[src/rtl/bldc_startup_sequencer.sv]
// BLDC start-up sequencer: alignment, open-loop forced-commutation ramp, then
// hand-over to Hall commutation, with stall detection and fault hold-off.
module bldc_startup_sequencer #(
    parameter int         ALIGN_CYCLES     = 50000,
    parameter int         RAMP_PERIOD_INIT = 20000,
    parameter int         RAMP_PERIOD_MIN  = 2000,
    parameter int         RAMP_DEC         = 500,
    parameter logic [7:0] DUTY_ALIGN       = 8'd40,
    parameter logic [7:0] DUTY_RAMP        = 8'd64,
    parameter int         HALL_EDGES       = 6,
    parameter int         STALL_STEPS      = 24,
    parameter int         FAULT_HOLD       = 10000
) (
    input  logic       clk,
    input  logic       reset,
    input  logic       start,
    input  logic [7:0] speed_set,
    input  logic [2:0] hall_signal,
    input  logic       fault,
    output logic       motor_enable,
    output logic       ol_enable,
    output logic [2:0] forced_step,
    output logic [7:0] duty,
    output logic       stall,
    output logic [2:0] state
);

    localparam logic [2:0] S_IDLE     = 3'd0;
    localparam logic [2:0] S_ALIGN    = 3'd1;
    localparam logic [2:0] S_RAMP     = 3'd2;
    localparam logic [2:0] S_HANDOVER = 3'd3;
    localparam logic [2:0] S_RUN      = 3'd4;
    localparam logic [2:0] S_FAULT    = 3'd5;

    localparam int AW = $clog2(ALIGN_CYCLES + 1);
    localparam int PW = $clog2(RAMP_PERIOD_INIT + 1);
    localparam int EW = $clog2(HALL_EDGES + 1);
    localparam int SW = $clog2(STALL_STEPS + 1);
    localparam int HW = $clog2(FAULT_HOLD + 1);

    localparam logic [AW-1:0] ALIGN_LAST  = AW'(ALIGN_CYCLES - 1);
    localparam logic [PW-1:0] PERIOD_INIT = PW'(RAMP_PERIOD_INIT);
    localparam logic [PW-1:0] PERIOD_MIN  = PW'(RAMP_PERIOD_MIN);
    localparam logic [PW-1:0] PERIOD_DEC  =
        PW'((RAMP_DEC > RAMP_PERIOD_INIT) ? RAMP_PERIOD_INIT : RAMP_DEC);
    localparam logic [EW-1:0] EDGES_DONE  = EW'(HALL_EDGES);
    localparam logic [SW-1:0] STALL_LIMIT = SW'(STALL_STEPS);
    localparam logic [HW-1:0] HOLD_LAST   = HW'(FAULT_HOLD - 1);

    logic [2:0]    r_state, w_state;
    logic          r_motor_enable, w_motor_enable;
    logic          r_ol_enable, w_ol_enable;
    logic [2:0]    r_forced_step, w_forced_step;
    logic [7:0]    r_duty, w_duty;
    logic          r_stall, w_stall;
    logic [AW-1:0] r_align_cnt, w_align_cnt;
    logic [PW-1:0] r_step_cnt, w_step_cnt;
    logic [PW-1:0] r_period, w_period;
    logic [EW-1:0] r_edge_cnt, w_edge_cnt;
    logic [SW-1:0] r_stall_cnt, w_stall_cnt;
    logic [HW-1:0] r_hold_cnt, w_hold_cnt;
    logic [2:0]    r_hall_q;

    logic          w_go_idle;
    logic          w_hall_in_ok;
    logic          w_hall_edge;
    logic [PW-1:0] w_period_dec;
    logic [7:0]    w_slew;

    assign w_hall_in_ok = (hall_signal != 3'd0) && (hall_signal != 3'd7);
    assign w_hall_edge  = w_hall_in_ok && (r_hall_q != 3'd0) && (r_hall_q != 3'd7)
                          && (r_hall_q != hall_signal);

    // Period never drops below the floor; r_period >= PERIOD_MIN keeps the gap non-negative.
    assign w_period_dec = ((r_period - PERIOD_MIN) > PERIOD_DEC) ? (r_period - PERIOD_DEC)
                                                                  : PERIOD_MIN;

    assign w_slew = (r_duty < speed_set) ? (r_duty + 8'd1) :
                    (r_duty > speed_set) ? (r_duty - 8'd1) : r_duty;

    always_comb begin
        // NOTE: every signal gets a hold-value default first so no path infers a latch.
        w_state        = r_state;
        w_motor_enable = r_motor_enable;
        w_ol_enable    = r_ol_enable;
        w_forced_step  = r_forced_step;
        w_duty         = r_duty;
        w_stall        = r_stall;
        w_align_cnt    = r_align_cnt;
        w_step_cnt     = r_step_cnt;
        w_period       = r_period;
        w_edge_cnt     = r_edge_cnt;
        w_stall_cnt    = r_stall_cnt;
        w_hold_cnt     = r_hold_cnt;
        w_go_idle      = 1'b0;

        if (fault) begin
            w_state        = S_FAULT;
            w_motor_enable = 1'b0;
            w_ol_enable    = 1'b0;
            w_forced_step  = 3'd0;
            w_duty         = 8'd0;
            w_hold_cnt     = '0;
        end else if (!start && (r_state inside {S_ALIGN, S_RAMP, S_HANDOVER, S_RUN})) begin
            w_go_idle = 1'b1;
        end else begin
            case (r_state)
                S_IDLE: begin
                    if (start) begin
                        w_state       = S_ALIGN;
                        w_stall       = 1'b0;
                        w_ol_enable   = 1'b1;
                        w_forced_step = 3'd0;
                        w_duty        = DUTY_ALIGN;
                        w_align_cnt   = '0;
                    end
                end
                S_ALIGN: begin
                    if (r_align_cnt == ALIGN_LAST) begin
                        w_state     = S_RAMP;
                        w_duty      = DUTY_RAMP;
                        w_period    = PERIOD_INIT;
                        w_step_cnt  = '0;
                        w_edge_cnt  = '0;
                        w_stall_cnt = '0;
                    end else begin
                        w_align_cnt = r_align_cnt + 1'b1;
                    end
                end
                S_RAMP: begin
                    if (r_edge_cnt == EDGES_DONE) begin
                        w_state        = S_HANDOVER;
                        w_motor_enable = 1'b1;
                        w_ol_enable    = 1'b0;
                    end else begin
                        if (!w_hall_in_ok)
                            w_edge_cnt = '0;
                        else if (w_hall_edge)
                            w_edge_cnt = r_edge_cnt + 1'b1;

                        if (r_step_cnt == r_period - 1'b1) begin
                            w_step_cnt    = '0;
                            w_forced_step = (r_forced_step == 3'd5) ? 3'd0 : r_forced_step + 3'd1;
                            w_period      = w_period_dec;
                            // The first floor-period step reaches the floor; STALL_STEPS more declare a stall.
                            if (r_period == PERIOD_MIN) begin
                                if (r_stall_cnt == STALL_LIMIT) begin
                                    w_stall   = 1'b1;
                                    w_go_idle = 1'b1;
                                end else begin
                                    w_stall_cnt = r_stall_cnt + 1'b1;
                                end
                            end
                        end else begin
                            w_step_cnt = r_step_cnt + 1'b1;
                        end
                    end
                end
                S_HANDOVER: begin
                    w_duty = w_slew;
                    if (w_slew == speed_set)
                        w_state = S_RUN;
                end
                S_RUN: begin
                    w_duty = speed_set;
                end
                S_FAULT: begin
                    if (r_hold_cnt == HOLD_LAST) begin
                        if (!start)
                            w_go_idle = 1'b1;
                    end else begin
                        w_hold_cnt = r_hold_cnt + 1'b1;
                    end
                end
                default: w_go_idle = 1'b1;
            endcase
        end

        if (w_go_idle) begin
            w_state        = S_IDLE;
            w_motor_enable = 1'b0;
            w_ol_enable    = 1'b0;
            w_forced_step  = 3'd0;
            w_duty         = 8'd0;
        end
    end

    always_ff @(posedge clk) begin
        // NOTE: sequential state uses non-blocking assignments only.
        if (!reset) begin
            r_state        <= S_IDLE;
            r_motor_enable <= 1'b0;
            r_ol_enable    <= 1'b0;
            r_forced_step  <= 3'd0;
            r_duty         <= 8'd0;
            r_stall        <= 1'b0;
            r_align_cnt    <= '0;
            r_step_cnt     <= '0;
            r_period       <= '0;
            r_edge_cnt     <= '0;
            r_stall_cnt    <= '0;
            r_hold_cnt     <= '0;
            r_hall_q       <= 3'd0;
        end else begin
            r_state        <= w_state;
            r_motor_enable <= w_motor_enable;
            r_ol_enable    <= w_ol_enable;
            r_forced_step  <= w_forced_step;
            r_duty         <= w_duty;
            r_stall        <= w_stall;
            r_align_cnt    <= w_align_cnt;
            r_step_cnt     <= w_step_cnt;
            r_period       <= w_period;
            r_edge_cnt     <= w_edge_cnt;
            r_stall_cnt    <= w_stall_cnt;
            r_hold_cnt     <= w_hold_cnt;
            r_hall_q       <= hall_signal;
        end
    end

    assign state        = r_state;
    assign motor_enable = r_motor_enable;
    assign ol_enable    = r_ol_enable;
    assign forced_step  = r_forced_step;
    assign duty         = r_duty;
    assign stall        = r_stall;

endmodule

[config.mk]
export PLATFORM = sky130hd
export DESIGN_NAME = bldc_startup_sequencer
export DESIGN_NICKNAME = d
export VERILOG_FILES = /design/src/rtl/bldc_startup_sequencer.sv
export SDC_FILE = /design/constraint.sdc
export NUM_CORES = 1
export LEC_CHECK = 0
export ABC_AREA = 0
export ABC_CLOCK_PERIOD_IN_PS = 5000
export CAP_MARGIN = 15
export CORE_MARGIN = 2
export CORE_UTILIZATION = 33
export DETAILED_ROUTE_END_ITERATION = 8
export GPL_TIMING_DRIVEN = 1
export PLACE_DENSITY_LB_ADDON = 0.08
export SETUP_SLACK_MARGIN = 0.3
export SYNTH_ARGS = -nofsm -noshare
export SYNTH_HDL_FRONTEND = slang
export SYNTH_SLANG_ARGS = --single-unit
[constraint.sdc]
create_clock -name clk -period 5 [get_ports clk]
set_clock_uncertainty 0.05 [all_clocks]
set_input_delay 0.75 -clock clk [delete_from_list [all_inputs] [get_ports clk]]
set_output_delay 0.75 -clock clk [all_outputs]
set_load 0.05 [all_outputs]
# Word-level counts from Yosys, hierarchy flattened
# Cells that the tools add are included.
# totals
reg_bits	88
input_bits	15
out_inout_bits	17
word_cells	155
# op_classes
add_sub_neg	11
order_cmp	3
eq_ne	32
muxes	58
bitwise_logic	4
reduce_logical	33
# ops
cell	count
$mux W15	7
$pmux W15 S2	2
$mux W3	14
$mux W16	2
$mux W8	4
$pmux W16 S2	1
$pmux W8 S4	1
$mux W5	5
$reduce_and A6 Y1	4
$add A16 B1 Y16 const B	1
$eq A16 B16 Y1 const B	1
$reduce_and A8 Y1	2
$add A15 B1 Y15 const B	1
$eq A15 B11 Y1 const B	1
$eq A15 B15 Y1	1
$gt A15 B9 Y1 const B	1
$mux W1	15
$reduce_and A5 Y1	3
$sub A15 B1 Y15 const B	1
$sub A15 B11 Y15 const B	1
$sub A15 B9 Y15 const B	1
$add A14 B1 Y14 const B	1
$eq A14 B14 Y1 const B	1
$eq A3 B3 Y1 const B	4
other kinds (33)	66

# Longest topological paths before layout
# Gate-level depths: netlist of the first run.
# depth
depth_word	9
ltp_mapped	13
ltp_nobuf	10

# Worst setup path after synthesis of the first run
# Ideal clock, no wire load.
# synth_path
path_type	flip-flop to flip-flop
startpoint	reg r_period[4]
endpoint	reg r_period[4]
setup_time_ns	0.119
arrival_time_ns	2.930
t_required_ns	4.831
setup_slack_ns	1.901
path_stages_with_launch	11
path_buffers	3
period_less_slack_ns	3.099
path_cell_list	dfxtp_1 buf_2 or4_1 or3_1 and2_1 a211o_1 a2111oi_4 buf_6 o21ai_4 buf_2 o221a_2
# synth_between
elab_chain_len	6
elab_cells_between_ends	11
cone_classes	3 x add/sub; 1 x order compare; 2 x eq/ne; 4 x mux; 1 x reduce/logical
# synth_rtl
item	line	source
start, declared	58	logic [PW-1:0] r_period, w_period;
start signal, assigned	213	r_period <= w_period;
$sub A15 B11 Y15	75	assign w_period_dec = ((r_period - PERIOD_MIN) > PERIOD_DEC) ? (r_period - PERIOD_DEC)
$gt A15 B9 Y1	75	
$mux W15	75	
$mux W15	141	if (r_step_cnt == r_period - 1'b1) begin
$mux W15	131	if (r_edge_cnt == EDGES_DONE) begin
$pmux W15 S2	107	case (r_state)
# Several ways; a longest one is shown, not always the timed one. The select of a mux whose other input is x is not followed.
# A chain may end at the register's enable or synchronous reset.

# Worst setup path after layout of the first run
# layout_path
startpoint	in speed_set[5]
endpoint	reg r_state[1] (netlist: state[1])
# layout_between
elab_chain_len	6
elab_cells_between_ends	7
cone_classes	2 x order compare; 2 x eq/ne; 2 x mux; 1 x reduce/logical
# layout_rtl
item	line	source
start, declared	17	input logic [7:0] speed_set,
$gt A8 B8 Y1	79	(r_duty > speed_set) ? (r_duty - 8'd1) : r_duty;
$mux W8	79	
$mux W8	78	assign w_slew = (r_duty < speed_set) ? (r_duty + 8'd1) :
$eq A8 B8 Y1 *	161	if (w_slew == speed_set)
$ne A2 B1 Y1 (no line) *	n/a	
$reduce_and A6 Y1 (no line) *	n/a	
end signal, assigned	205	r_state <= w_state;
end, declared	50	logic [2:0] r_state, w_state;
# Every way passes the cells marked *; elsewhere a longest branch is shown, timed or not.

==> impl_metrics.env, run 1 <==
export IMPL_post_cts_setup_buffers=0
export IMPL_path_max_fanout=7
export IMPL_max_freq_ghz=0.2611
export IMPL_drt_iter0_drc=434
export IMPL_yosys_cell_count_top_type="nor2_1"
export IMPL_num_rows=48
export IMPL_swShare_pct=27.14
export IMPL_drive_above_1_share_pct=6.258
export IMPL_final_design_area_no_fill_um2=6653
export IMPL_synth_top_cell_by_area="dfxtp_1"
export IMPL_powerDensity_nw_per_um2=254.9
export IMPL_rsz0062_at_grt="false"
export IMPL_clkPwrFrac_pct=44.3
export IMPL_h_tree_depth=3
export IMPL_placed_area_um2=6329
export IMPL_finalMaxSlewViolations=0
export IMPL_synth_ff_type="dfxtp_1"
export IMPL_power_uw=1696
export IMPL_power_internal_uw=1235
export IMPL_ctsResizeCount=0
export IMPL_min_path_type="reg2reg"
export IMPL_status="completed"
export IMPL_cts_buffers=9
export IMPL_hold_viol=0
export IMPL_cts_max_path_buffers=2
export IMPL_worstMarginPinSlew_ns=0.9660
export IMPL_antenna_cells=0
export IMPL_cts_tree="built"
export IMPL_remaining_drc_errors=0
export IMPL_fp_coreArea_um2=17300
export IMPL_crit_required_ns=5.17
export IMPL_comb_power_share_pct=13.4
export IMPL_cts_root_buf="clkbuf_16"
export IMPL_synth_warnings=0
export IMPL_nets=799
export IMPL_synth_edf_count=0
export IMPL_maxCapViolations=0
export IMPL_clock_sinks=86
export IMPL_leakagePower_uw=0.002250
export IMPL_clkLatencyLatePin_ns=0.35
export IMPL_ioPinCount=32
export IMPL_setup_violations=0
export IMPL_routed_wl_mm=16.22
export IMPL_instances_no_fill=992
export IMPL_worstSetupPathType="in2reg"
export IMPL_crit_buf_inv=2
export IMPL_finalSetupTns_ns=0
export IMPL_initial_utilization_pct=33.71
export IMPL_synth_common_cells="nor2_1, dfxtp_1, nand2_1, a21oi_1, xnor2_1"
export IMPL_cpPeakStageDelay_ns=0.61
export IMPL_avgSynthCellArea_um2=7.785
export IMPL_dpl_hpwl_mm=11.84
export IMPL_cp_top_family="simple AND/OR/NAND/NOR gates"
export IMPL_clk_pin_slew_ns=0.07
export IMPL_ys_top_cells_by_area="dfxtp_1, nor2_1, xnor2_1"
export IMPL_grt_usage_pct=18.34
export IMPL_overflow=0
export IMPL_port_buffers=31
export IMPL_synth_seq_cells=86
export IMPL_cp_end_kind="flop"
export IMPL_vias=5549
export IMPL_drtAntennaViolNets=0
export IMPL_dr_pass1_iters=5
export IMPL_synthesis_nets=786
export IMPL_first_global_vias=5264
export IMPL_yosysUniqueCellTypes=69
export IMPL_area_growth_pct=14.10
export IMPL_postSynthCellCount=749
export IMPL_min_period_ns=3.830
export IMPL_syn_cell_area_um2=5831
export IMPL_irDropWorstVdd_v=0.0001641
export IMPL_synth_top_area_share_pct=29.53
export IMPL_startpoint_type="input pin"
export IMPL_post_route_period_util_pct=76.61
export IMPL_grt_max_degree=26
export IMPL_slew_headroom_pct=35.36
export IMPL_viasPerCell=5.594
export IMPL_grt_antenna_before_repair=0
export IMPL_fp_dieArea_um2=18750
export IMPL_die_y_um=136.9
export IMPL_crit_chain="clkdlybuf4s50_1 -> inv_1 -> ha_1 -> nand4_1 -> o2111ai_1 -> nor3_1 -> and3_1 -> o31ai_1 -> o2111ai_1 -> nor4_1 -> nor3_1"
export IMPL_cp_slowest_cell="clkdlybuf4s50_1"
export IMPL_gp_congestion=0.8655
export IMPL_crit_arrival_ns=4.00
export IMPL_seq_power_share_pct=42.3
export IMPL_p_switching_uw=460.3
export IMPL_dieWidth_um=136.9
export IMPL_post_drt_wl_per_cell_um=16.35
export IMPL_ys_async_sr_fraction_pct=0
export IMPL_fill_cells=1810
export IMPL_ctsHoldBuffers=0
export IMPL_grt_pass1_wl_mm=27.55
export IMPL_place_inst=976
export IMPL_ys_seq_area_share_pct=29.53
## cell type report
cell class / count / area (um^2) / share of cell area (%)
multi-input combinational: 601 / 3861 / 58.04
timing repair buffer: 39 / 370.4 / 5.567
tap: 225 / 281.5 / 4.232
inverter: 25 / 93.84 / 1.411
clock buffer: 11 / 242.7 / 3.649
sequential: 86 / 1722 / 25.88
clock inverter: 5 / 81.33 / 1.222
## state kept, by name (all words and copies together) (netlist names)
register,flops
duty,8
forced_step,3
motor_enable,1
ol_enable,1
r_align_cnt,16
r_edge_cnt,3
r_hall_q,3
r_hold_cnt,14
r_period,13
r_stall_cnt,5
r_step_cnt,15
stall,1
state,3
## logic make-up (layout without fill, tap and decap cells)
family / count (synthesis) / count (layout) / synth area share, %
buffers and inverters: 62 / 80 / 4.335
and+or+nand+nor: 325 / 325 / 28.56
adders and majority gates: 22 / 22 / 4.721
AOI/OAI and AO/OA: 178 / 178 / 21.18
DFF: 86 / 86 / 29.53
muxes: 10 / 10 / 1.760
xor gates and xnor gates: 66 / 66 / 9.914
## worst min-delay path: cells and delay by family (launching register included)
kind | cells | cell delay (ns)
flops | 1 | 0.32
simple gates | 1 | 0.06
compound gates | 1 | 0.05
## worst paths after layout
| path | from | to | slack [ns] | cells after the start |
|---|---|---|---|---|
| min | r_step_cnt[1] | r_step_cnt[1] | 0.43 | 2 |
| max | speed_set[5] | state[1] | 1.17 | 11 |
| max reg2reg | r_period[4] | stall | 1.27 | 11 |
| min reg2reg | r_step_cnt[1] | r_step_cnt[1] | 0.43 | 2 |
## layer usage
| layer | GRT usage, % | wire length (um) | up-vias |
|---|---|---|---|
| met2 | 28.47 | 7087 | 119 |
| met4 | 5.097 | 176 | 0 |
| met5 | 0 | 0 | - |
| li1 | - | - | 2762 |
| met3 | 3.037 | 685 | 11 |
| met1 | 26.11 | 8273 | 2657 |
## metrics by stage
| step | util [%] | hold slack [ns] | setup WS, ns |
|---|---|---|---|
| 6_report | 38.46 | 0.4313 | 1.170 |
| 5_1_grt | 38.46 | 0.4642 | 0.9250 |
| 4_1_cts | 38.46 | 0.4373 | 1.206 |
| 3_5_place_dp | 36.59 | 0.4264 | 0.8426 |
| 3_3_place_gp | 36.59 | 0.4200 | 0.9570 |
| 2_1_floorplan | - | 0.3992 | 1.901 |
## placed cells by master (no fill, tap or decap), types with 6 or more instances in the layout
master,n
o21a_1,7
or2_2,7
or3_1,18
xor2_1,29
dfxtp_1,86
o211ai_1,7
buf_4,8
nand4_1,19
xnor2_1,37
o21ai_0,33
nor2_1,88
a21o_1,7
o2111ai_1,6
and2_1,10
ha_1,22
inv_1,25
a31oi_1,11
nand2_1,60
o31ai_1,7
clkdlybuf4s50_1,31
and3_1,13
a21oi_1,47
nand2b_1,10
nor3_1,29
clkbuf_16,9
nand3_1,34
mux2i_1,8
## power by group through the flow
stage               Sequential [uW]  Combinational (uW)  Clock [uW]
finish                          718                 227         752
floorplan                       735                 151           0
global route                    720                 252         795
global placement                733                 226           0
CTS                             717                 226         770
detailed placement              733                 225           0
Note: power is estimated with default switching activity, not from simulation.
==> run 2, diff against run 1 <==
--- a/config.mk
+++ b/config.mk
@@ -6,7 +6,7 @@
 export NUM_CORES = 1
 export LEC_CHECK = 0
 export ABC_AREA = 0
-export ABC_CLOCK_PERIOD_IN_PS = 5000
+export ABC_CLOCK_PERIOD_IN_PS = 3700
 export CAP_MARGIN = 15
 export CORE_MARGIN = 2
 export CORE_UTILIZATION = 33
==> constraint.sdc (replaced) <==
create_clock -name clk -period 3.7 [get_ports clk]
set_clock_uncertainty 0.05 [all_clocks]
set_input_delay 0.555 -clock clk [delete_from_list [all_inputs] [get_ports clk]]
set_output_delay 0.555 -clock clk [all_outputs]
set_load 0.05 [all_outputs]
==> run 2 against run 1 <==
Against the previous run: sequential share of layout area down 1.1 points; count of clock-buffer cells in the layout decreased by 1; critical path depth fell by 1.
==> impl_metrics.env, run 2 (synthesis results as in run 1) <==
export IMPL_finalSetupTns_ns=0
export IMPL_clk_pin_slew_ns=0.07
export IMPL_rsz0062_at_grt="false"
export IMPL_num_rows=48
export IMPL_fin_ws_ns=0.4672
export IMPL_gp_congestion=0.8893
export IMPL_setup_violations=0
export IMPL_clkLatencyLatePin_ns=0.35
export IMPL_min_period_ns=3.233
export IMPL_port_buffers=31
export IMPL_ctsHoldBuffers=0
export IMPL_area_growth_pct=19.12
export IMPL_hold_viol=0
export IMPL_grt_max_degree=26
export IMPL_grt_met3_usage_pct=2.926
export IMPL_maxCapViolations=0
export IMPL_reg_largest_list="r_align_cnt x16, r_step_cnt x15, r_hold_cnt x14"
export IMPL_grt_busiest_layer="met2"
export IMPL_largest_register_ffs=16
export IMPL_cts_tree="built"
export IMPL_viasPerCell=5.545
export IMPL_cp_end_kind="flop"
export IMPL_post_route_period_util_pct=87.37
export IMPL_clock_sinks=86
export IMPL_antenna_cells=0
export IMPL_fp_coreArea_um2=17300
export IMPL_drive_above_1_share_pct=11.24
export IMPL_grt_pass1_wl_mm=27.87
export IMPL_cpPeakStageDelay_ns=0.57
export IMPL_drt_iter0_drc=384
export IMPL_irDropWorstVdd_v=0.0002323
export IMPL_layout_commonest_cell="nor2_1"
export IMPL_status="completed"
export IMPL_worstSetupPathType="reg2reg"
export IMPL_crit_buf_inv=2
export IMPL_finalMaxSlewViolations=0
export IMPL_fp_dieArea_um2=18750
export IMPL_overflow=0
export IMPL_met1_usage_pct=26.09
export IMPL_post_drt_wl_per_cell_um=16.34
export IMPL_cp_slowest_cell="or4_4"
export IMPL_grt_antenna_before_repair=0
export IMPL_grt_util_met2_pct=28.75
export IMPL_ioPinCount=32
export IMPL_place_ws_ns=0.1057
export IMPL_nets=833
export IMPL_final_design_area_no_fill_um2=6945
export IMPL_crit_chain="or4_4 -> nor4_4 -> xnor2_1 -> or4_4 -> a2111oi_4 -> buf_4 -> buf_4 -> o21ai_2 -> o31a_1 -> o21a_1"
export IMPL_routed_wl_mm=16.76
export IMPL_slew_headroom_pct=56.63
export IMPL_initial_utilization_pct=33.71
export IMPL_final_cell_mix="nor2_1, dfxtp_1, nand2_1"
export IMPL_drtAntennaViolNets=0
export IMPL_worstMarginPinSlew_ns=0.6446
export IMPL_die_y_um=136.9
export IMPL_cts_root_buf="clkbuf_16"
export IMPL_crit_arrival_ns=3.43
export IMPL_dpl_hpwl_mm=12.40
export IMPL_grt_usage_pct=18.54
export IMPL_crit_required_ns=3.90
export IMPL_first_global_vias=5478
export IMPL_powerDensity_nw_per_um2=328.6
export IMPL_placed_area_um2=6554
export IMPL_min_path_type="reg2reg"
export IMPL_leakagePower_uw=0.002424
export IMPL_dr_pass1_iters=5
export IMPL_dieWidth_um=136.9
export IMPL_largest_register="r_align_cnt"
export IMPL_cts_buffers=9
export IMPL_cts_max_path_buffers=2
export IMPL_max_freq_ghz=0.3093
export IMPL_remaining_drc_errors=0
export IMPL_startpoint_type="flop"
export IMPL_cp_top_family="simple AND/OR/NAND/NOR gates"
export IMPL_path_max_fanout=9
export IMPL_vias=5689
export IMPL_h_tree_depth=3
[run 2: final timing paths]
path                  from            end  slack [ns]  depth (start not counted)
max            r_period[7]   r_period[10]        0.47                         10
min          r_step_cnt[1]  r_step_cnt[1]        0.44                          2
max reg2reg    r_period[7]   r_period[10]        0.47                         10
min reg2reg  r_step_cnt[1]  r_step_cnt[1]        0.44                          2
[run 2: area by class of cell]
type | instances | area, um^2
Clock buffer | 10 | 239.0
Clock inverter | 6 | 77.57
Sequential cell | 86 | 1723
Tap cell | 225 | 281.5
Timing Repair Buffer | 72 | 618.1
Multi-Input combinational cell | 602 | 3913
Inverter | 25 | 93.84
Fill cell | 1836 | 10350
[run 2: per-stage QoR]
stage	instances	utilization, %	total power [uW]	hold WS, ns
2_1_floorplan	749	-	1197	0.3992
3_3_place_gp	1006	37.89	1313	0.4152
3_5_place_dp	1006	37.89	1314	0.4261
4_1_cts	1024	39.81	2310	0.4374
5_1_grt	1026	40.15	2389	0.4683
6_report	1026	40.15	2282	0.4361
[run 2: timing repair]
| item | 4_1_cts | 5_1_grt |
|---|---|---|
| hold endpoints to repair | 0 | 0 |
| buffers inserted | 2 | 1 |
| cloned | 0 | 1 |
| pin swaps | 1 | 1 |
| endpoints found under the setup margin | 21 | 45 |
| gates resized for setup | 0 | 9 |
[run 2: where the power goes]
part / switching [uW] / total (uW) / leakage [uW] / internal, uW
Combinational: 204 / 341 / 0.00158 / 137
Sequential: 21.7 / 961 / 0.000696 / 939
Clock: 425 / 981 / 0.000153 / 555
[run 2: worst register-to-register path: stages (launching register included)]
cell       delay (ns)
dfxtp_1          0.32
or4_4            0.57
nor4_4           0.24
xnor2_1          0.12
or4_4            0.56
a2111oi_4        0.27
buf_4            0.18
buf_4            0.15
o21ai_2          0.16
o31a_1           0.35
o21a_1           0.16
[run 2: metal layers]
layer | vias to the layer above | routed length [um]
met5 | - | 0
met4 | 0 | 309
met3 | 23 | 690
met2 | 116 | 7367
met1 | 2721 | 8394
li1 | 2829 | -
